--- src/rtl/down_counter_timer.sv ---
// down_counter_timer
//   Loadable WIDTH-bit countdown timer. The host loads a start value, starts
//   the timer, and the count decrements once per enabled cycle down to zero,
//   pulsing tc at terminal count. With auto_reload set the count is restored
//   from the reload register at terminal count and the timer keeps running,
//   giving a periodic tick.
//
// Ports
//   clk          in   1      system clock, rising edge
//   rst          in   1      synchronous, active-high reset
//   load         in   1      capture load_val into count and reload register
//   load_val     in   WIDTH  value captured on load
//   start        in   1      begin counting (from IDLE or DONE)
//   stop         in   1      abort counting and hold count (RUN only)
//   en           in   1      count enable / prescale strobe
//   auto_reload  in   1      1: periodic reload, 0: one-shot
//   count        out  WIDTH  current counter value
//   busy         out  1      high while running
//   tc           out  1      one-cycle terminal-count pulse
//   done         out  1      high after a one-shot completes

module down_counter_timer #(
  parameter int WIDTH = 4
) (
  input  logic             clk,
  input  logic             rst,
  input  logic             load,
  input  logic [WIDTH-1:0] load_val,
  input  logic             start,
  input  logic             stop,
  input  logic             en,
  input  logic             auto_reload,
  output logic [WIDTH-1:0] count,
  output logic             busy,
  output logic             tc,
  output logic             done
);

  typedef enum logic [1:0] {
    IDLE = 2'd0,
    RUN  = 2'd1,
    DONE = 2'd2
  } state_t;

  state_t           state, state_nxt;
  logic [WIDTH-1:0] reload_reg, reload_nxt;
  logic [WIDTH-1:0] count_nxt;
  logic             tc_nxt;

  localparam logic [WIDTH-1:0] ZERO = '0;
  localparam logic [WIDTH-1:0] ONE  = {{(WIDTH-1){1'b0}}, 1'b1};

  // State register: tc is registered so that it lines up with the cycle in
  // which count shows 0 or the reloaded value.
  always_ff @(posedge clk) begin
    if (rst) begin
      state      <= IDLE;
      count      <= '0;
      reload_reg <= '0;
      tc         <= 1'b0;
    end else begin
      state      <= state_nxt;
      count      <= count_nxt;
      reload_reg <= reload_nxt;
      tc         <= tc_nxt;
    end
  end

  // Next-state logic. Priority is load > stop > start > decrement; rst is
  // handled in the register process above.
  always_comb begin
    state_nxt  = state;
    count_nxt  = count;
    reload_nxt = reload_reg;
    tc_nxt     = 1'b0;

    if (load) begin
      count_nxt  = load_val;
      reload_nxt = load_val;
      state_nxt  = IDLE;
    end else begin
      case (state)
        IDLE: begin
          // A start with nothing to count is ignored.
          if (start && (count != ZERO)) state_nxt = RUN;
        end
        RUN: begin
          if (stop) begin
            state_nxt = IDLE;
          end else if (en) begin
            if (count > ONE) begin
              count_nxt = count - ONE;
            end else if (count == ONE) begin
              tc_nxt = 1'b1;
              if (auto_reload && (reload_reg != ZERO)) begin
                count_nxt = reload_reg;
              end else begin
                count_nxt = ZERO;
                state_nxt = DONE;
              end
            end
            // count==0 in RUN cannot occur; hold rather than wrap.
          end
        end
        DONE: begin
          if (start && (reload_reg != ZERO)) begin
            count_nxt = reload_reg;
            state_nxt = RUN;
          end
        end
        default: state_nxt = IDLE;
      endcase
    end
  end

  // Status outputs decode directly from the state register.
  always_comb begin
    busy = (state == RUN);
    done = (state == DONE);
  end

endmodule

--- config.mk ---
export PLATFORM = sky130hd
export DESIGN_NAME = down_counter_timer
export DESIGN_NICKNAME = d
export VERILOG_FILES = /design/src/rtl/down_counter_timer.sv
export SDC_FILE = /design/constraint.sdc
export NUM_CORES = 1
export LEC_CHECK = 0
export ABC_AREA = 1
export BUFFER_PORTS_ARGS = -buffer_cell sky130_fd_sc_hd__buf_4
export CAP_MARGIN = 30
export CORE_UTILIZATION = 45
export CTS_BUF_LIST = sky130_fd_sc_hd__clkbuf_16
export DETAILED_ROUTE_END_ITERATION = 8
export PLACE_DENSITY = 0.7
export SLEW_MARGIN = 10
export SYNTH_ARGS = -nofsm -noshare
export SYNTH_HDL_FRONTEND = slang
export SYNTH_SLANG_ARGS = --single-unit
export TNS_END_PERCENT = 20
--- constraint.sdc ---
create_clock -name clk -period 1.7 [get_ports clk]
set_input_delay 0.17 -clock clk [delete_from_list [all_inputs] [get_ports clk]]
set_output_delay 0.17 -clock clk [all_outputs]
set_load 0.05 [all_outputs]
== Word level (Yosys, flattened, before mapping) ==
Index checks and enable logic that the tools add are counted.
Operators by class
  muxes and demuxes: 17
  reductions and logical operators: 11
  $lt $le $gt $ge: 1
  equal/unequal tests: 13
  bitwise gates (word level): 2
  add/sub/neg operators: 1
Operators by type and width (number)
  2-to-1 mux 4 bit: 7
  inequality test 3 bit, second input constant: 5
  2-to-1 mux 2 bit: 7
  case mux 4 bit (2 select lines): 1
  nonzero test 4 bit: 2
  inequality test 3 x 2 -> 1 bit, second input constant: 2
  case mux 2 bit (3 select lines): 1
  AND reduction 6 bit: 1
  OR reduction 6 bit: 1
  AND reduction 5 bit: 1
  == test 4 x 1 -> 1 bit, second input constant: 1
  > comparator 4 x 1 -> 1 bit, second input constant: 1
  inequality test 4 x 2 -> 1 bit, second input constant: 1
  subtractor 4 x 1 -> 4 bit, second input constant: 1
  logical AND 1 bit: 3
  nonzero test 3 bit: 1
  == test 2 x 1 -> 1 bit, second input constant: 1
  == test 2 bit, second input constant: 1
  zero test 2 bit: 1
  inequality test 2 x 1 -> 1 bit, second input constant: 1
  inequality test 2 bit, second input constant: 1
  NOT 1 bit: 2
  OR reduction 2 bit: 1
  2-to-1 mux 1 bit: 1
Word-level totals
  input bits: 11
  word-level logic and storage cells: 49
  bits in registers: 11
  output and inout bits: 7

== Logic depth before layout (Yosys ltp) ==
  word-level depth: 9
  gate-level depth with buffers: 10
  mapped depth without buffers: 10

== Worst setup path before layout ==
No wires, ideal clock.
  path kind: register to register
  start: register count[0]
  end: register count[3]
  setup time: 0.111 ns
  clock period less this slack: 1.716 ns
  buffers on the path: 0
  slack: -0.016 ns
  stages on the path, launching flop included: 9
  required time: 1.589 ns
  data arrival time: 1.605 ns
  path through: dfxtp_1 inv_1 ha_1 o21ai_1 nand2_2 nand3_1 nand3_1 nor2_1 nor2_1
Between the ends
  word-level cells in the longest chain between the ends: 6
  elaborated cells on any way between the ends: 10
  classes of those cells: add/sub (1); order compare (1); eq/ne (2); mux (5); reduce/logical (1)
RTL lines
  start: declaration: RTL line 33  | output logic [WIDTH-1:0] count,
  start signal: assignment: RTL line 63  | count <= count_nxt;
  subtractor 4 x 1 -> 4 bit or > comparator 4 x 1 -> 1 bit (tied branches): RTL line 92, 91
  2-to-1 mux 4 bit: RTL line 91  | if (count > ONE) begin
  2-to-1 mux 4 bit: RTL line 90  | end else if (en) begin
  2-to-1 mux 4 bit: RTL line 88  | if (stop) begin
  case mux 4 bit (2 select lines): RTL line 82  | case (state)
  2-to-1 mux 4 bit: RTL line 77  | if (load) begin
Parallel ways exist; a longest one is shown, timed or not. The select of a mux whose other input is x is not followed.
A chain may end at the register's enable or synchronous reset.

== Worst setup path after layout ==
  start: register count[0]
  end: register count[2]
The elaborated chain is that of the path after synthesis.

==> results.py <==
metrics = {
    "route": {
        "vias": 753,
        "finalWirelength_microns": 1680,
        "viasPerCell": 5.02,
        "avgRoutedWirePerCell_microns": 11.2,
        "remaining_drc_errors": 1,
        "first_pass_iters": 7,
        "ant_nets": 0,
        "drt_iter0_markers": 27,
    },
    "run_status": {
        "outcome": "complete, but fails checks",
        "violations": "DRC",
    },
    "worst_setup_path": {
        "start_kind": "flip-flop",
        "path_buf_inv": 1,
        "path_cells": "inv_1 > ha_1 > o21ai_1 > nand2_2 > nand4_1 > nand2_1 > nor2_1 > nor2_1",
        "crit_required_ns": 1.83,
        "cp-end-kind": "flip-flop",
        "criticalPathCategory": "flip-flop to flip-flop",
        "cp.arrival_ns": 1.61,
        "crit_path_frequent_cell": "nor2_1",
        "worstPathMaxFanout": 6,
        "critical-path-top-delay-family": "simple AND/OR/NAND/NOR gates",
        "cpMaxStageDelayCell": "dfxtp_2",
        "cpPeakStageDelay_ns": 0.35,
    },
    "clock_tree": {
        "htreeDepth": 1,
        "numClockSinks": 11,
        "clockBufferDepth": 2,
        "root_buffer": "clkbuf_16",
        "cts_resized": 0,
        "clk_latency_ns": 0.24,
        "cts_tree": "yes",
        "cts.reportedPaths.clkPinSlew_ns": 0.05,
        "post_cts_buffers": 0,
        "cts_hold_buf": 0,
        "cts_made_buffers": 3,
    },
    "layout": {
        "synthToLayoutAreaGrowth_pct": 31.2,
        "final_area_sq_um": 937,
        "final_cells": 150,
        "fillCellCount": 147,
        "drive_gt1_share_pct": 25.4,
        "layout.nets": 149,
        "diodes": 0,
    },
    "pwr": {
        "total_power_mw": 0.957,
        "p_leak_nw": 0.465,
        "power_density_nw_per_um2": 1020,
        "peakVddDrop_v": 0.000743,
    },
    "synthesis": {
        "synth.distinct_cells": 20,
        "async_reset_ff_share_pct": 0,
        "syn_area_per_cell_sq_um": 6.27,
        "ys_ff_latch": 11,
        "yosysSeqAreaShare_pct": 30.8,
        "yosysWarnings": 0,
        "synth_commonest_cells": "28 x nand2_1, 19 x nor2_1, 12 x nand3_1",
        "synth.most_common_cell": "nand2_1",
        "synth_area_leaders": "dfxtp_1 31%, nand2_1 15%, nor2_1 10%",
        "synthCells": 114,
        "synth_nets": 128,
        "synth_flop_cell": "dfxtp_1",
        "synth_top_cell_area_share_pct": 30.8,
        "synth_edf_count": 0,
        "syn_area_sq_um": 714,
        "yosys.area.top_type": "dfxtp_1",
    },
    "timing": {
        "fin_crit_sh_pct": 87.5,
        "worst_pin_slew_ns": 0.299,
        "hold_viol": 0,
        "finalMaxSlewViolations": 0,
        "skew_ns": 0.00288,
        "min_period_ns": 1.49,
        "rsz0062_at_grt": "no",
        "timing.setup.tns_ns": 0,
        "maxSlewHeadroom_pct": 79.9,
        "fmaxAchievable_mhz": 672,
        "setup_violations": 0,
        "holdWs_ns": 0.145,
    },
    "global_routing": {
        "grt_antenna_before_repair": 0,
        "grt_max_degree": 14,
        "overflow": 0,
        "grt_first_pass_wirelength_microns": 2810,
        "gr-usage-all-layers_pct": 21.1,
        "grt_pass1_vias": 678,
    },
    "floorplan": {
        "coreArea_sq_um": 1490,
        "dieArea_sq_um": 1750,
        "die_h_microns": 41.8,
        "start_util_pct": 48.0,
        "ios": 18,
        "rows": 14,
        "die_x_microns": 41.8,
    },
    "placed_design": {
        "gp_congestion": 0.780,
        "dp.cells": 146,
        "place_hpwl_microns": 1270,
        "dpl_cell_area_sq_um": 858,
        "port_buffers": 17,
    },
    "worst_hold_path": {
        "hold_class": "input port to flip-flop",
    },
    "job": {
        "cap_violations": 0,
    },
}
[final timing paths]
kind                      start       endpoint  slack (ns)  cells after the start
hold reg to reg   reload_reg[2]  reload_reg[2]        0.48                      2
setup / recovery       count[0]       count[2]        0.21                      8
hold / removal              rst  reload_reg[2]        0.14                      2
setup reg to reg       count[0]       count[2]        0.21                      8
[power by group]
part,internal [mW],switching [mW],total [mW]
registers,0.276,0.0150,0.291
clock network,0.310,0.122,0.432
logic,0.0828,0.151,0.234
total,0.668,0.289,0.957
[per-stage QoR]
| stage | utilization, % | worst slack, ns |
|---|---|---|
| after floorplan | - | 0.0240 |
| after global placement | 57.6 | 0.265 |
| after detailed placement | 57.6 | 0.266 |
| after CTS | 62.9 | 0.242 |
| after global routing | 62.9 | 0.0855 |
| final | 62.9 | 0.212 |
[cell usage in the layout, fill, tap and decap left out, drive strengths merged]
cell type / count
o22ai: 2
nand2: 33
a21oi: 6
nand3: 12
nand4: 3
ha: 3
o21ai: 1
buf: 17
nor2: 22
inv: 16
o21a: 1
nor3: 1
nand3b: 2
clkbuf: 3
and3: 1
dfxtp: 11
[per-layer routing]
metal	track usage, %	part of all wire [%]
met1	27.8	48
met2	34.1	46
met3	5.22	5.0
met4	5.81	0.48
met5	0	0
[cells by family (layout without fill, tap and decap cells)]
logic type	after synthesis	count (layout)	share of synthesized area (%)
buffers and inverters	16	36	8.58
adders and majority gates	3	3	5.25
AOI/OAI and AO/OA	10	10	8.23
and+or+nand+nor	74	74	47.1
DFF	11	11	30.8
[cell type report]
cell class / instances / area (sq um) / share of cell area [%]
clock buffer: 3 / 75.1 / 8.01
sequential: 11 / 221 / 23.6
multi-input combinational: 87 / 433 / 46.2
inverter: 15 / 56.3 / 6.01
timing repair buffer: 17 / 128 / 13.6
clock inverter: 1 / 3.75 / 0.401
tap: 16 / 20.0 / 2.14
Power figures use the tool's default switching activity.
